File: config.mk
export PLATFORM = sky130hd
export DESIGN_NAME = voice_allocator
export DESIGN_NICKNAME = d
export VERILOG_FILES = /design/src/rtl/voice_allocator.sv
export SDC_FILE = /design/constraint.sdc
export NUM_CORES = 1
export LEC_CHECK = 0
export ABC_AREA = 1
export BUFFER_PORTS_ARGS = -buffer_cell sky130_fd_sc_hd__clkbuf_2
export CORE_MARGIN = 10
export CORE_UTILIZATION = 56
export CTS_CLUSTER_DIAMETER = 150
export CTS_CLUSTER_SIZE = 24
export DETAILED_ROUTE_END_ITERATION = 10
export PLACE_DENSITY = 0.9
export SLEW_MARGIN = 30
export SYNTH_ARGS = -nofsm -noshare
export SYNTH_HDL_FRONTEND = slang
export SYNTH_SLANG_ARGS = --single-unit
File: constraint.sdc
create_clock -name clock_50_000_000 -period 3.64 [get_ports clock_50_000_000]
set_input_delay 0 -clock clock_50_000_000 [delete_from_list [all_inputs] [get_ports clock_50_000_000]]
set_output_delay 0 -clock clock_50_000_000 [all_outputs]
set_load 0.02 [all_outputs]
File: src/rtl/voice_allocator.sv
// Polyphonic voice allocator. It takes note-on/note-off events over a
// valid/ready handshake and binds each note to one of NUM_VOICES voices.
// The order of preference is retrigger, then the lowest free voice, then the
// least-recently-allocated voice. Each event takes two cycles: the first
// latches the event and the second applies the decision.
module voice_allocator #(
  parameter int NUM_VOICES     = 4,
  parameter int NOTE_WIDTH     = 7,
  parameter int VELOCITY_WIDTH = 7
) (
  input  logic                                 clock_50_000_000,
  input  logic                                 reset,
  input  logic                                 event_valid,
  output logic                                 event_ready,
  input  logic                                 event_note_on,
  input  logic [NOTE_WIDTH-1:0]                event_note,
  input  logic [VELOCITY_WIDTH-1:0]            event_velocity,
  input  logic                                 panic,
  output logic [NUM_VOICES-1:0]                voice_active,
  output logic [NUM_VOICES*NOTE_WIDTH-1:0]     voice_note,
  output logic [NUM_VOICES*VELOCITY_WIDTH-1:0] voice_velocity,
  output logic [NUM_VOICES-1:0]                voice_clear,
  output logic [15:0]                          steal_count
);

  localparam int AW = (NUM_VOICES > 1) ? $clog2(NUM_VOICES) : 1;
  localparam logic [AW-1:0] OLDEST_AGE = AW'(NUM_VOICES - 1);

  typedef enum logic {
    ST_IDLE,
    ST_DECIDE
  } state_t;

  state_t r_state;
  state_t w_state_next;

  // Per-voice state
  logic [NUM_VOICES-1:0]     r_active;
  logic [NUM_VOICES-1:0]     r_clear;
  logic [NOTE_WIDTH-1:0]     r_note [NUM_VOICES];
  logic [VELOCITY_WIDTH-1:0] r_vel  [NUM_VOICES];
  logic [AW-1:0]             r_age  [NUM_VOICES];
  logic [15:0]               r_steal_count;

  // Event captured at accept
  logic                      r_ev_note_on;
  logic [NOTE_WIDTH-1:0]     r_ev_note;
  logic [VELOCITY_WIDTH-1:0] r_ev_vel;

  // Decision signals
  logic          w_accept;
  logic          w_hit_any;
  logic [AW-1:0] w_hit_idx;
  logic          w_free_any;
  logic [AW-1:0] w_free_idx;
  logic [AW-1:0] w_old_idx;
  logic [AW-1:0] w_target;
  logic          w_steal;
  logic [AW-1:0] w_age_next [NUM_VOICES];

  // State register
  always_ff @(posedge clock_50_000_000) begin
    if (reset) r_state <= ST_IDLE;
    else       r_state <= w_state_next;
  end

  // Next state and handshake; panic forces IDLE and blocks acceptance
  always_comb begin
    // NOTE: every combinational output gets a default first so no path leaves it unassigned (no latch).
    w_state_next = r_state;
    event_ready  = 1'b0;
    case (r_state)
      ST_IDLE: begin
        event_ready = 1'b1;
        if (event_valid && !panic) w_state_next = ST_DECIDE;
      end
      ST_DECIDE: w_state_next = ST_IDLE;
      default:   w_state_next = ST_IDLE;
    endcase
    if (panic) w_state_next = ST_IDLE;
  end

  assign w_accept = event_valid && event_ready && !panic;

  // Voice search: scan from high to low so the lowest matching index wins
  always_comb begin
    // NOTE: combinational logic uses blocking '=' so each later loop iteration sees the
    // earlier ones; sequential state always uses non-blocking '<='.
    w_hit_any  = 1'b0;
    w_hit_idx  = '0;
    w_free_any = 1'b0;
    w_free_idx = '0;
    w_old_idx  = '0;
    for (int i = NUM_VOICES - 1; i >= 0; i--) begin
      if (r_active[i] && (r_note[i] == r_ev_note)) begin
        w_hit_any = 1'b1;
        w_hit_idx = AW'(i);
      end
      if (!r_active[i]) begin
        w_free_any = 1'b1;
        w_free_idx = AW'(i);
      end
      if (r_age[i] == OLDEST_AGE) w_old_idx = AW'(i);
    end
    w_steal  = !w_hit_any && !w_free_any;
    w_target = w_hit_any ? w_hit_idx : (w_free_any ? w_free_idx : w_old_idx);
  end

  // LRU ages after touching the target: younger voices age by one, target becomes 0
  always_comb begin
    for (int i = 0; i < NUM_VOICES; i++) begin
      w_age_next[i] = r_age[i];
      if (AW'(i) == w_target)              w_age_next[i] = '0;
      else if (r_age[i] < r_age[w_target]) w_age_next[i] = r_age[i] + 1'b1;
    end
  end

  // Event latch, voice state, ages and steal counter
  always_ff @(posedge clock_50_000_000) begin
    if (reset) begin
      // NOTE: the per-voice arrays are reset explicitly because their contents drive outputs
      // that must be zero out of reset. A pure storage RAM would be left unreset.
      r_active      <= '0;
      r_clear       <= '0;
      r_steal_count <= '0;
      r_ev_note_on  <= 1'b0;
      r_ev_note     <= '0;
      r_ev_vel      <= '0;
      for (int i = 0; i < NUM_VOICES; i++) begin
        r_note[i] <= '0;
        r_vel[i]  <= '0;
        r_age[i]  <= AW'(i);
      end
    end else begin
      r_clear <= '0;
      if (panic) begin
        // Pending decision is dropped. Notes, velocities and ages are kept.
        r_active <= '0;
      end else if (r_state == ST_DECIDE) begin
        if (r_ev_note_on) begin
          r_note[w_target]   <= r_ev_note;
          r_vel[w_target]    <= r_ev_vel;
          r_active[w_target] <= 1'b1;
          r_clear[w_target]  <= 1'b1;
          r_age              <= w_age_next;
          if (w_steal && (r_steal_count != 16'hFFFF))
            r_steal_count <= r_steal_count + 16'd1;
        end else if (w_hit_any) begin
          r_active[w_hit_idx] <= 1'b0;
        end
      end
      if (w_accept) begin
        // A zero-velocity note-on is a note-off.
        r_ev_note_on <= event_note_on && (event_velocity != '0);
        r_ev_note    <= event_note;
        r_ev_vel     <= event_velocity;
      end
    end
  end

  // Flatten per-voice arrays onto the output buses
  always_comb begin
    voice_note     = '0;
    voice_velocity = '0;
    for (int i = 0; i < NUM_VOICES; i++) begin
      voice_note[i*NOTE_WIDTH +: NOTE_WIDTH]             = r_note[i];
      voice_velocity[i*VELOCITY_WIDTH +: VELOCITY_WIDTH] = r_vel[i];
    end
  end

  assign voice_active = r_active;
  assign voice_clear  = r_clear;
  assign steal_count  = r_steal_count;

endmodule

Word level (Yosys, flattened, before mapping)

Memories as Yosys holds them, arrays and structs flattened.
Index checks and enable logic that the tools add are counted.

Add/sub/neg operators: 5
Order comparisons: 9
Eq/ne operators: 12
Muxes and demuxes: 55
Bitwise gates (word level): 7
Reductions and logical operators: 32

Operators with widths:

| kind                                                                                 | number |
|---|---|
| 2-bit 2-to-1 mux                                                                     | 26 |
| 7-bit equality test                                                                  | 4 |
| 1-bit 2-to-1 mux                                                                     | 21 |
| 4-bit AND reduction                                                                  | 5 |
| 16-bit by 1-bit adder with 16-bit output (second input constant)                     | 1 |
| 16-bit != test (second input constant)                                               | 1 |
| 7-bit 2-to-1 mux                                                                     | 2 |
| 7-bit OR reduction                                                                   | 2 |
| 1-bit logical AND                                                                    | 12 |
| 2-bit nonzero test                                                                   | 5 |
| 2-bit by 1-bit adder with 2-bit output (second input constant)                       | 4 |
| 2-bit equality test (second input constant)                                          | 4 |
| 2-bit < comparator                                                                   | 4 |
| 4-bit 2-to-1 mux                                                                     | 2 |
| 7-bit nonzero test                                                                   | 1 |
| 2-bit by 3-bit < comparator with 1-bit output (second input constant)                | 2 |
| 4-bit AND                                                                            | 1 |
| 2-bit binary-select mux with 2-bit select                                            | 1 |
| 1-bit demux with 2-bit select                                                        | 2 |
| 2-bit equality test (first input constant)                                           | 2 |
| 2-bit by 1-bit greater-or-equal comparator with 1-bit output (second input constant) | 2 |
| 4-bit NOT                                                                            | 1 |
| 4-bit bitwise OR                                                                     | 1 |
| 4-bit OR reduction                                                                   | 1 |
| 9 further kinds                                                                      | 13 |

Register bits: 48
RAM bits: 56
Output and inout port bits: 81
Memories: 2

Memories:

| memory | words | width | rd ports | clocked after Yosys merged registers in | write ports | line | RTL |
|---|---|---|---|---|---|---|---|
| r_note | 4     | 7     | 4        | 0                                       | 4           | 40   | `logic [NOTE_WIDTH-1:0] r_note [NUM_VOICES];` |
| r_vel  | 4     | 7     | 4        | 0                                       | 4           | 41   | `logic [VELOCITY_WIDTH-1:0] r_vel [NUM_VOICES];` |

Depth between registers and ports, before layout

Gate-level depths: netlist of the first run.

Depth after elaboration: 14
Depth in mapped cells: 20
Gate-level depth less buffers: 20

Worst setup path before layout of the first run

OpenSTA, ideal clock, no wires.

Path type: reg-to-reg
From: memory r_note[0][5]
To: memory r_note[2][0], enable pin
Arrival time: 2,552 ps
Data required time: 3,236 ps
Path slack: 684 ps
Cell stages (with the launch flop): 12
Path through: edfxtp_1 nand2_1 nand2_1 nor2_1 nand2_1 nor2_2 nor2_4 nand3_2 nand2_4 nor2_1 inv_2 o21ai_0

RTL lines:

| item               | line |
|---|---|
| start: declaration | 40 |

==> results.md, run 1 <==
Clock network:
- The number of setup buffers added after CTS is 0.
- The clock network latency to the later pin of the worst-skew pair is 380 ps.
- For this design, the CTS-stage hold fixing added 17 buffers.
- The post-cts resize count is 0.
- The number of CTS-inserted buffers is 9.
- TritonCTS built the clock tree.
- The cell at the root of the clock tree is sky130_fd_sc_hd__clkbuf_8.
- The longest clock path from root to sink contains 2 buffers.
- The clock-pin slew reported for the worst setup and hold paths after clock tree synthesis is 110 ps.
- The H-tree generated during clock tree synthesis spans 3 levels.
- The clock net in this run drives a total of 104 sinks.

Critical path:
- At the worst endpoint, the required time is 3710 ps.
- In this run the worst path has a maximum fanout of 19.
- The endpoint class of the critical path is a register.
- By startpoint and endpoint, the worst setup path is classified as reg -> reg.
- The signal on the critical path passes through inv_2, nand2_1, nand2_1, nor2_1, nand2_1, nor2_2, nor2_4, nand3_2, nand2_4, nor2_1, inv_2, o21ai_1, buf_4.
- The cell that appears most often on the critical path is sky130_fd_sc_hd__nand2_1.
- For the worst setup path, the data arrival time is 2760 ps.
- The worst setup path is launched from a register.
- The number of buffer and inverter stages on the critical path is 3.
- The delay of the slowest cell on the worst path is 520 ps.
- The critical path starts at r_ev_note[0]$_SDFFE_PP0P_.
- Grouping stages by cell kind, the critical path spends the most delay in simple AND/OR/NAND/NOR gates.
- The launch point of the worst reg-to-reg path is r_ev_note[0]$_SDFFE_PP0P_.
- The largest individual stage delay along the critical path comes from the cell sky130_fd_sc_hd__dfxtp_1.

Power:
- The reported leakage power is 2.851 nW.
- The switching share of power is 27.47%.
- In this run the power density over the cells is 355.6 nW/um2.
- Internal power comes to 1.606 mW.
- Per report_power, the sequential group accounts for 58.5% of the total.
- The portion of total power attributed to the clock network is 32.2%.
- The total net switching power is 0.6084 mW.
- The relative contribution of combinational cells to total power is 9.3%.
- Across the VDD grid, the largest voltage drop is 196.9 uV.

Detailed routing:
- The number of nets with antenna violations after routing is 0.
- The violation count after the first detailed-routing iteration is 532.
- The first-pass detailed-route iteration total is 5.
- In the routed layout, each cell is associated on average with a via count of 5.398.
- The routed layout has 4966 vias.
- Dividing the detail-routed wire length by the instance count gives 15.78 um.
- Wires add up to 14520 um.
- For this run, design rule violations remaining after detail routing come to 0.

Synth:
- The simple-gate portion of the synthesized area is 31.91%.
- The xor and xnor fraction of the mapped netlist area is 0.8379%.
- Synthesis produced a netlist with a net count of 706.
- Summing the sequential cell areas from Yosys gives 50.56% of the chip area.
- The cell area after synthesis is 5226 um2.
- The number of warnings printed during yosys synthesis is 0.
- The synthesized flop and latch total is 104.
- A synthesized cell averages 7.663 um2.
- Synthesis instantiated 35 different standard cells from the library.
- Synthesis produced 682 cells.
- The biggest area contributor in the post-synthesis netlist is sky130_fd_sc_hd__edfxtp_1.
- The portion of netlist area occupied by mux cells is 0%.
- Ranked by total cell area, the synthesized netlist is headed by sky130_fd_sc_hd__edfxtp_1, sky130_fd_sc_hd__dfxtp_1, sky130_fd_sc_hd__nand2_1, sky130_fd_sc_hd__nor2_1, sky130_fd_sc_hd__inv_1.
- The top cell type's share of synthesized area is 32.18%.
- The adder and majority cell fraction of the synthesized area is 1.197%.
- The area fraction in compound gates after synthesis is 7.134%.
- The largest family of logic cells by synthesized area is simple AND/OR/NAND/NOR gates.

Placement:
- The routability congestion estimate from global placement is 0.9967.
- The HPWL after detailed placement is 10650 um.
- Buffers placed on the I/O ports in this run total 99.
- Prior to clock tree synthesis, the placed netlist has a worst setup slack of 1083 ps.
- The placement-stage cell area is 5863 um2.

Timing:
- The max-slew violation total from the final report came to 0.
- On the final layout, the worst clock skew is 14.88 ps.
- Timing would allow up to 370.8 MHz.
- Across all setup checks in the final design, the least slack found is 942.9 ps.
- The number of hold violations in the final report is 0.
- Setup repair after global routing left no endpoint under its margin.
- Setup total negative slack on the finished layout was measured at 0 ps.
- Subtracting the final worst setup slack from the clock period gives 2697 ps.
- The setup-violating endpoint count in the final report is 0.
- The pin slew with the least headroom to its limit is 827.0 ps.
- Headroom to the max-slew limit came out at 44.66%.
- The share of the clock period used by the worst path is 74.09%.

Cells and area:
- The top cell types in the final layout, fill and taps aside, are sky130_fd_sc_hd__nand2_1, sky130_fd_sc_hd__nor2_1, sky130_fd_sc_hd__clkbuf_2.
- The post-route netlist has 20.02% of its cells at a drive strength greater than 1.
- The final layout contains 828 nets.
- At the end of the flow the core is filled with cells to 68.05%.
- The library cell used most frequently in the layout, excluding fill and tap cells, is sky130_fd_sc_hd__nand2_1.
- The synthesis-to-finish area growth is 19.18%.
- The finished cells cover 6228 um2.
- The repair_antennas step left the layout with diodes totalling 0.

Run status:
- The run finished with clean final reports.

Global route:
- Entering global routing, the biggest net connects 21 pins.
- The number of global-route vias before repair was 4813.
- The wire length of the first global-routing pass is 23460 um.
- The number of antenna violations at the first check in global routing came to 0.
- Summed over all layers, the global routing overflow is 0.
- Global routing consumed, over all layers together, 21.96% of the routing resources.

Hold path:
- In this run the worst hold path is classified as in -> reg.
- In this run the most critical hold path is launched from event_valid.

Floorplanning:
- The area of the core is 9153 um2.
- The die is 116.6 um tall.
- The number of standard-cell rows in the floorplan is 35.
- The die is 116.6 um wide.
- In this run the count of I/O pins placed on the die edge is 100.
- The die covers 13600 um2.
- The initial utilization of the core area, before any placement, comes to 57.10%.

Job:
- The total of max-cap violations is 0.
## synth_stat cells, drive strengths merged
master,number
a211oi,2
a21boi,2
a21oi,31
a221oi,1
a31oi,1
and2,1
buf,4
clkbuf,8
clkinv,1
dfxtp,48
edfxtp,56
ha,5
inv,102
nand2,194
nand3,48
nand4,7
nor2,125
nor3,5
nor4,4
o21ai,29
o21ba,1
o21bai,1
o22ai,1
xnor2,4
xor2,1
## power by group through the flow
stage	Combinational (mW)	Clock (mW)	Sequential [mW]
global route	0.229	0.771	1.30
detailed placement	0.189	0	1.32
global placement	0.187	0	1.32
floorplan	0.0945	0	1.34
finish	0.206	0.713	1.30
CTS	0.204	0.717	1.29
## logic make-up after synthesis
group           count (synthesis)
compound gates                 69
xor+xnor                        5
flops                         104
buf+inv                       115
simple gates                  384
fa+ha+maj                       5
## sequential cells by signal, summed over array words and instances, names as in the netlist
signal        count
r_age             8
r_ev_note         7
r_ev_note_on      1
r_ev_vel          7
r_note           28
r_state           1
r_vel            28
steal_count      16
voice_active      4
voice_clear       4
## worst register-to-register path: cells and delay by family, from the launching register on
kind	cells	cell delay [ps]
buffers and inverters	3	600
AND/OR/NAND/NOR	9	1100
AO/OA/AOI/OAI	1	180
flip-flops	1	520
## per-layer routing
metal	up-vias	GRT usage, %	wire length, um
met5	-	0	0
met4	0	8.072	347
met3	34	6.369	1338
met2	236	36.46	7059
met1	2290	26.52	5775
li1	2406	-	-
## through the flow
stage	cells	total power [mW]	hold slack, ps
final	920	2.215	143.3
after global routing	920	2.299	169.5
after CTS	920	2.216	135.6
after detailed placement	887	1.510	248.2
after global placement	887	1.507	243.2
after floorplan	682	1.436	134.9
## cell type report
| class | instances | area [um2] |
|---|---|---|
| timing repair buffer | 123 | 718.2 |
| fill | 729 | 2924 |
| tap | 111 | 138.9 |
| clock inverter | 7 | 71.32 |
| clock buffer | 9 | 123.9 |
| inverter | 103 | 386.6 |
| multi-input combinational | 463 | 2147 |
| sequential | 104 | 2643 |
## worst paths after layout
check                            endpoint  slack [ps]  depth (start not counted)
min reg2reg  steal_count[14]$_SDFFE_PP0P_         480                          2
max reg2reg    r_note[2][6]$_SDFFCE_PN0P_         940                         13
min              r_ev_vel[4]$_SDFFE_PP0P_         140                          4
max            r_note[2][6]$_SDFFCE_PN0P_         940                         13
Note: power is estimated with default switching activity, not from simulation.
==> run 2, diff against run 1 <==
--- a/config.mk
+++ b/config.mk
@@ -5,14 +5,14 @@
 export SDC_FILE = /design/constraint.sdc
 export NUM_CORES = 1
 export LEC_CHECK = 0
-export ABC_AREA = 1
+export ABC_AREA = 0
 export BUFFER_PORTS_ARGS = -buffer_cell sky130_fd_sc_hd__clkbuf_2
 export CORE_MARGIN = 10
-export CORE_UTILIZATION = 56
+export CORE_UTILIZATION = 49
 export CTS_CLUSTER_DIAMETER = 150
 export CTS_CLUSTER_SIZE = 24
 export DETAILED_ROUTE_END_ITERATION = 10
-export PLACE_DENSITY = 0.9
+export PLACE_DENSITY = 0.85
 export SLEW_MARGIN = 30
 export SYNTH_ARGS = -nofsm -noshare
 export SYNTH_HDL_FRONTEND = slang
==> constraint.sdc (replaced) <==
create_clock -name clock_50_000_000 -period 2.44 [get_ports clock_50_000_000]
set_input_delay 0 -clock clock_50_000_000 [delete_from_list [all_inputs] [get_ports clock_50_000_000]]
set_output_delay 0 -clock clock_50_000_000 [all_outputs]
set_load 0.02 [all_outputs]
==> run 2 against run 1 <==
  * The run now ends with negative setup slack left
  * Critical path depth down 3
  * Hold slack better by 110 ps
  * Core utilization up 7.5 points
  * Final area up 18%
  * Sequential share of layout area down 6.2 points
  * Register-to-register slack worse by 1300 ps
  * Largest cell class unchanged
  * Largest power group unchanged
==> results.md, run 2 <==
Timing:
- Setup repair after global routing could not meet its margin everywhere.
- The max-slew headroom at the worst pin is 57.64%.
- Across all setup checks in the final design, the least slack found is -354.5 ps.
- At the pin with the least slew margin, the transition time is 633.8 ps.
- The setup-violating endpoint count in the final report is 85.
- The final sum of negative setup slack is -7705 ps.
- Based on the critical path, the design can be clocked at up to 357.9 MHz.
- The clock tree skew after final layout is 30.14 ps.
- Subtracting the final worst setup slack from the clock period gives 2794 ps.
- The number of hold violations in the final report was 0.
- In the finished design, the share of the clock period the worst path needs comes to 114.5%.
- The max-slew violation total from the final report was 0.

Run status:
- The checks that failed: negative setup slack.
- The run finished, with violations left.

Cells and area:
- Leaving out fill and tap cells, the most frequent cell in the layout is sky130_fd_sc_hd__clkbuf_2.
- The area taken by flip-flops and latches is 2654 um2.
- From synthesis to final layout, the design area changed by 52.29%.
- The repair_antennas step left the layout with diodes totalling 0.
- After filler insertion, the fill cell instance count of the layout stands at 599.
- In the layout the commonest cells are sky130_fd_sc_hd__clkbuf_2, sky130_fd_sc_hd__buf_4, sky130_fd_sc_hd__nand2_1.
- The post-route netlist has 45.79% of its cells at a drive strength greater than 1.
- The final net count is 731.
- The area of the multi-input gates is 2411 um2.

Hold path:
- The source of the worst hold timing path is event_valid.
- The sink of the worst hold path is r_ev_vel[0]$_SDFFE_PP0P_.
- The class of the tightest hold or removal check is in -> reg.
- The hold path depth is 4.

Global route:
- The number of global-route vias before repair is 4654.
- The overall global routing resource usage is 22.03%.
- The total grt overflow is 0.
- The first global-routing pass estimated 25030 um of wire.
- Entering global routing, the biggest net connects 41 pins.
- The number of antenna violations at the first check in global routing is 0.

Detailed routing:
- The total routed wirelength is 17730 um.
- The via count is 4823.
- In the routed layout, each cell is associated on average with a via count of 5.708.
- The first-pass detailed-route iteration total is 5.
- The post-route DRC violation count is 0.
- The number of nets with antenna violations after routing is 0.
- In the final routed layout, each cell accounts on average for 20.98 um.
- The violation count after the first detailed-routing iteration is 527.

Critical path:
- The length in cells of the worst reg-to-reg path is 10.
- The startpoint identified for the worst register-to-register timing path is r_note[1][6]$_SDFFCE_PN0P_.
- STA classifies the critical path startpoint as a register.
- STA puts the critical path data arrival time at 3070 ps.
- The setup slack of the worst register-to-register path is -350 ps.
- By startpoint and endpoint, the worst setup path is classified as reg -> reg.
- The maximum fanout encountered on the critical timing path is 6.
- The endpoint class of the critical path is a register.
- In this run the worst setup path begins at r_note[1][6]$_SDFFCE_PN0P_.
- For the worst setup path, the data required time is 2710 ps.
- The capture instance of the worst register-to-register path is r_age[4]$_SDFFE_PP1P_.

Floorplanning:
- The vertical die dimension is 119.0 um.
- In this run the core area contains 36 standard-cell rows.
- In this run the horizontal extent of the chip is 119.0 um.
- 100 I/O pins were placed.
- Once the floorplan was initialized, standard cells occupied 49.64% of the core.
- The area of the die is 14170 um2.
- The area of the core is 9684 um2.

Synth:
- Each instance of the synthesized netlist takes up on average 10.04 um2.
- The number of enable-type register cells in the synthesized netlist is 56.
- In the synthesized netlist the dominant register cell turns out to be sky130_fd_sc_hd__edfxtp_1.
- The biggest area contributor in the post-synthesis netlist is sky130_fd_sc_hd__edfxtp_1.
- Summing the sequential cell areas from Yosys gives 54.97% of the chip area.
- Synthesis handed over a netlist of 479 instances.
- The cell area that synthesis handed to floorplanning was 4807 um2.
- The number of warnings printed during yosys synthesis is 0.
- When the netlist entered floorplanning its net count stood at 503.
- The synthesized flop and latch total is 104.
- The number of different library cells used by synthesis comes to 64.
- The top cell type's share of synthesized area is 34.98%.
- The commonest cells after synthesis are sky130_fd_sc_hd__nor2_1, sky130_fd_sc_hd__nand2_1, sky130_fd_sc_hd__edfxtp_1.
- Counting flops with an async set or reset pin after synthesis yields a share of 0%.
- Yosys instantiated no cell more often than sky130_fd_sc_hd__nor2_1.
- By area the synthesized netlist is led by sky130_fd_sc_hd__edfxtp_1, sky130_fd_sc_hd__dfxtp_1, sky130_fd_sc_hd__nor2_1, sky130_fd_sc_hd__xor2_1, sky130_fd_sc_hd__nand2_1.

Job:
- The tool flagged a number of max-cap violations equal to 0.

Placement:
- The final HPWL from detailed placement is 10830 um.
- Timing analysis after detailed placement gives a worst setup slack of -365.1 ps.
- The routability congestion estimate from global placement is 0.9140.
- The count of buffers added on input and output ports is 99.

Clock network:
- The number of CTS-inserted buffers is 9.
- For the worst-skew pair, the clock arrives at the later sink with an insertion delay of 400 ps.
- After clock tree synthesis, the clock-pin slew on the worst setup and hold paths is 120 ps.
- In this run the number of H-tree levels came out at 3.
- The tree built by TritonCTS fans out to 104 sinks.
- The clock tree from TritonCTS is done.
- The maximum buffer depth of the clock tree is 2.
- In this run the clock root is driven by a sky130_fd_sc_hd__clkbuf_8.

Power:
- Summed over all cells, the static leakage comes to 3.131 nW.
- In this run the power density over the cells is 451.3 nW/um2.
- The worst supply voltage drop on vdd is 289.6 uV.
==> run 2: cell type report <==
cell class | count | area share, %
well taps | 133 | 2.273
clock inverters | 4 | 0.3931
inverters | 22 | 1.128
multi-input cells | 328 | 32.93
repair buffers | 242 | 25.04
clock buffers | 12 | 1.983
flip-flops and latches | 104 | 36.25
==> run 2: worst max path at each step <==
stage / end / cells after the start / slack, ps
global placement: r_age[4]$_SDFFE_PP1P_ / 10 / -300
finish: r_age[4]$_SDFFE_PP1P_ / 10 / -350
CTS: r_age[0]$_SDFFE_PP1P_ / 10 / -270
detailed placement: r_age[4]$_SDFFE_PP1P_ / 10 / -370
floorplan: r_age[4]$_SDFFE_PP1P_ / 9 / -190
global route: r_age[7]$_SDFFE_PP0P_ / 11 / -470
==> run 2: through the flow <==
stage	total power, mW	hold WS, ps	util, %	cells	instance area (um2)
2_1_floorplan	2.097	136.0	-	479	4826
3_3_place_gp	2.221	233.0	62.47	773	6050
3_5_place_dp	2.229	246.6	62.47	773	6050
4_1_cts	3.258	232.7	70.41	826	6819
5_1_grt	3.389	284.4	75.59	845	7321
6_report	3.304	249.6	75.59	845	7321
==> run 2: critical path: stages, from the launching register on <==
cell and delay [ps]:
sky130_fd_sc_hd__edfxtp_1 440, sky130_fd_sc_hd__xor2_1 180, sky130_fd_sc_hd__nor4_2 290, sky130_fd_sc_hd__buf_4 180
sky130_fd_sc_hd__and4_4 270, sky130_fd_sc_hd__o21ai_4 100, sky130_fd_sc_hd__and3_4 230, sky130_fd_sc_hd__o31ai_4 360
sky130_fd_sc_hd__maj3_2 250, sky130_fd_sc_hd__nor4b_1 40, sky130_fd_sc_hd__or3_1 320
==> run 2: where the power goes <==
group / switching (mW) / total (mW) / internal (mW)
registers: 0.0372 / 1.92 / 1.88
logic: 0.206 / 0.371 / 0.165
clock network: 0.612 / 1.01 / 0.403
total: 0.855 / 3.30 / 2.45
==> run 2: what timing repair did <==
item / CTS / global route
buffers inserted: 11 / 19
gates resized for setup: 52 / 82
pin swaps: 26 / 28
hold buffers: 21 / 0
endpoints found under the hold margin: 20 / 0
gates cloned: 5 / 1
setup endpoints to repair: 76 / 95
==> run 2: cells by family after synthesis <==
group,synth area share [%]
flops,54.97
compound gates,11.56
xor+xnor,6.897
simple gates,19.96
buf+inv,4.659
fa+ha+maj,1.744
mux,0.2082
==> run 2: routing by layer <==
| layer | track usage (%) | wire, um |
|---|---|---|
| met1 | 25.84 | 6475 |
| met2 | 36.76 | 9000 |
| met3 | 4.346 | 1458 |
| met4 | 12.98 | 793 |
| met5 | 0 | 0 |
==> run 3, diff against run 2 <==
--- a/config.mk
+++ b/config.mk
@@ -12,6 +12,7 @@
 export CTS_CLUSTER_DIAMETER = 150
 export CTS_CLUSTER_SIZE = 24
 export DETAILED_ROUTE_END_ITERATION = 10
+export MAX_ROUTING_LAYER = met4
 export PLACE_DENSITY = 0.85
 export SLEW_MARGIN = 30
 export SYNTH_ARGS = -nofsm -noshare
==> run 3 against run 2 <==
  * The run still ends with negative setup slack left
  * Worst setup slack improved by 33 ps
  * Sequential cell count unchanged
  * Hold slack got worse by 140 ps
  * Clock skew decreased by 7.7 ps
  * Sequential power about the same
  * Clock-buffer cell count decreased by 1
  * Sequential share of layout area increased by 0.61 points
  * Critical path depth unchanged
  * Combinational power decreased by 3%
  * Total power increased by 3.2%
  * Critical path type unchanged
==> results.md, run 3 (synthesis gave the netlist of run 2 again) <==
Run status:
- The run finished, with violations left.
- The final reports fail on negative setup slack.

Critical path:
- The maximum fanout encountered on the critical timing path is 6.
- The endpoint class of the critical path is a register.
- The slowest library cell on the worst path is sky130_fd_sc_hd__edfxtp_1.
- For the worst setup path, the data required time is 2720 ps.
- The data arrival time of the worst path is 3040 ps.
- The category of the worst setup path launch point is a register.
- The critical path goes through xor2_2, nor4_4, nand4_4, a311oi_2, a2111o_1, o211ai_4, buf_6, nor2_4, a21oi_1, a311o_1.
- Broken down by cell family, the worst path's largest delay share belongs to compound AO/OA/AOI/OAI gates.
- The number of buffer and inverter stages on the critical path is 1.
- The delay of the slowest cell on the worst path is 440 ps.
- The critical path in this run is classified as reg -> reg.

Job:
- The total of max-cap violations is 0.

Clock network:
- The later pin in the worst-skew pair is clocked with a latency of 390 ps.
- After clock tree synthesis, the clock-pin slew on the worst setup and hold paths is 120 ps.
- The cell at the root of the clock tree is sky130_fd_sc_hd__clkbuf_8.
- The number of CTS-inserted buffers is 9.
- The clock tree from TritonCTS is done.
- The H-tree was split into 3 levels.
- Clock tree synthesis found a total of 104 sinks.
- The longest clock path from root to sink contains 2 buffers.

Power:
- Per report_power, the combinational group accounts for 10.6% of the total.
- For this design the static power due to leakage is 3.127 nW.
- The internal power of the cells totals 2.522 mW.
- The total power of the final layout is 3.410 mW.
- Registers are responsible for 56.2% of the overall power.
- The total power density per cell area is 473.3 nW/um2.
- The worst supply voltage drop on vdd is 300.5 uV.
- Of the total power, the share spent switching nets is 26.06%.
- The portion of total power attributed to the clock network is 33.2%.
- The total net switching power is 0.8887 mW.

Detailed routing:
- The first-pass detailed-route iteration total is 5.
- The via count is 4725.
- The total routed wirelength is 16700 um.
- The post-route DRC violation count is 0.
- After detailed routing, the average wire length per cell comes to 19.79 um.
- The first routing iteration left 485 violations.
- The detail route stage leaves a number of antenna-violating nets equal to 0.
- The average via count per standard cell is 5.598.

Timing:
- The pin slew with the least headroom to its limit is 585.2 ps.
- The final sum of negative setup slack is -12580 ps.
- The setup-violating endpoint count in the final report is 77.
- On the final layout, the worst hold slack is 114.2 ps.
- The worst path in the final design needs a cycle of 2762 ps, including I/O delays and setup.
- The number of hold violations in the final report is 0.
- The max-slew headroom at the worst pin is 60.89%.
- The final critical path takes up 113.2% of the cycle.
- The max-slew violation total from the final report is 0.
- After layout, the worst setup slack is -321.8 ps.
- Setup repair after global routing could not meet its margin everywhere.
- The timing-limited maximum frequency is 362.1 MHz.
- Clock skew on the completed layout was measured at 22.41 ps.

Placement:
- In this run the tool buffered the top-level ports with 99 buffer cells.
- The HPWL after detailed placement is 10780 um.
- The pre-CTS worst setup slack is -481.5 ps.
- The routability congestion estimate from global placement is 0.9568.

Global route:
- The total grt overflow is 0.
- Entering global routing, the biggest net connects 42 pins.
- The overall global routing resource usage is 22.09%.
- The number of global-route vias before repair is 4633.
- The number of antenna violations at the first check in global routing was 0.
- The wire length of the first global-routing pass is 24430 um.

Floorplanning:
- The number of standard-cell rows in the floorplan is 36.
- The starting density of the core is 49.64%.
- In this run the vertical extent of the chip is 119.0 um.
- The die covers 14170 um2.
- The horizontal extent of the die is 119.0 um.
- 100 I/O pins were placed.
- The region available for standard cell placement spans 9684 um2.

Cells and area:
- At the end of the flow the core is filled with cells to 74.41%.
- The final net count is 730.
- The filler cells instantiated in the layout total 579.
- The most common cell after layout, fill and taps aside is sky130_fd_sc_hd__clkbuf_2.
- The area growth from synthesis to layout is 49.90%.
- The library cells used most frequently in the layout, excluding fill and tap cells, are sky130_fd_sc_hd__clkbuf_2, sky130_fd_sc_hd__buf_4, sky130_fd_sc_hd__nor2_1.
- The number of antenna cells inserted is 0.
- In the final layout, the share of cells above drive strength 1 is 44.02%.

Hold path:
- The min-delay analysis places its worst path in the category in -> reg.
run 3: changes by cell type in the layout (fill, tap and decap cells not counted), moves of 2 or more:
cell | before | now
sky130_fd_sc_hd__clkbuf_1 | 2 | 0
sky130_fd_sc_hd__a21oi_4 | 2 | 0
sky130_fd_sc_hd__dlygate4sd3_1 | 21 | 19
sky130_fd_sc_hd__nand2_4 | 2 | 0
sky130_fd_sc_hd__nor2_4 | 17 | 4
sky130_fd_sc_hd__buf_6 | 19 | 22
sky130_fd_sc_hd__nor2_1 | 54 | 68
sky130_fd_sc_hd__xnor2_1 | 6 | 4
sky130_fd_sc_hd__o21ai_2 | 4 | 2
sky130_fd_sc_hd__xnor2_2 | 1 | 3
sky130_fd_sc_hd__o21ai_0 | 14 | 16
run 3: stage by stage:
stage                     instances  instance area [um2]
after floorplan                 479                 4826
after global placement          775                 6065
after detailed placement        775                 6065
after CTS                       831                 6869
after global routing            844                 7206
final                           844                 7206
run 3: per-layer routing:
metal | part of all wire [%] | track usage [%] | vias to the layer above
met5 | 0 | - | -
met4 | 4.3 | 9.542 | 0
met2 | 51 | 36.69 | 269
met1 | 37 | 25.13 | 2259
li1 | - | - | 2133
met3 | 8.6 | 4.960 | 64
run 3: path summary, 6_finish.rpt:
path | from | endpoint | slack (ps) | cells after the start
max | r_note[3][6]$_DFFE_PP_ | r_age[3]$_SDFFE_PP1P_ | -320 | 10
min | reset | voice_clear[3]$_SDFF_PP0_ | 110 | 3
max reg2reg | r_note[3][6]$_DFFE_PP_ | r_age[3]$_SDFFE_PP1P_ | -320 | 10
min reg2reg | r_ev_vel[2]$_SDFFE_PP0P_ | r_ev_vel[2]$_SDFFE_PP0P_ | 470 | 2
run 3: worst reg2reg max path, delay by kind of cell, from the launching register on:
kind | cells | cell delay, ps
DFF | 1 | 440
xor gates and xnor gates | 1 | 190
AOI/OAI and AO/OA | 5 | 1120
buffers and inverters | 1 | 150
and+or+nand+nor | 3 | 740
run 3: what timing repair did:
| action | 4_1_cts | 5_1_grt |
|---|---|---|
| pin swaps | 27 | 26 |
| hold buffers | 19 | 0 |
| buffers inserted | 20 | 12 |
| endpoints found under the hold margin | 19 | 0 |
| gates resized for setup | 53 | 49 |
| cloned | 2 | 2 |
| endpoints found under the setup margin | 98 | 110 |
run 3: final cells by class:
type / count / area [um2] / share of cell area [%]
clock inverter: 5 / 45.04 / 0.6251
clock buffer: 11 / 162.7 / 2.257
sequential: 104 / 2656 / 36.86
multi-input combinational: 328 / 2291 / 31.79
tap: 133 / 166.4 / 2.309
timing repair buffer: 241 / 1802 / 25.00
inverter: 22 / 82.58 / 1.146
run 3: power by group through the flow:
| stage | clock [mW] | sequential, mW | combinational, mW |
|---|---|---|---|
| floorplan | 0 | 1.98 | 0.113 |
| global placement | 0 | 1.95 | 0.273 |
| detailed placement | 0 | 1.95 | 0.280 |
| CTS | 1.12 | 1.92 | 0.338 |
| global route | 1.20 | 1.92 | 0.378 |
| finish | 1.13 | 1.92 | 0.360 |
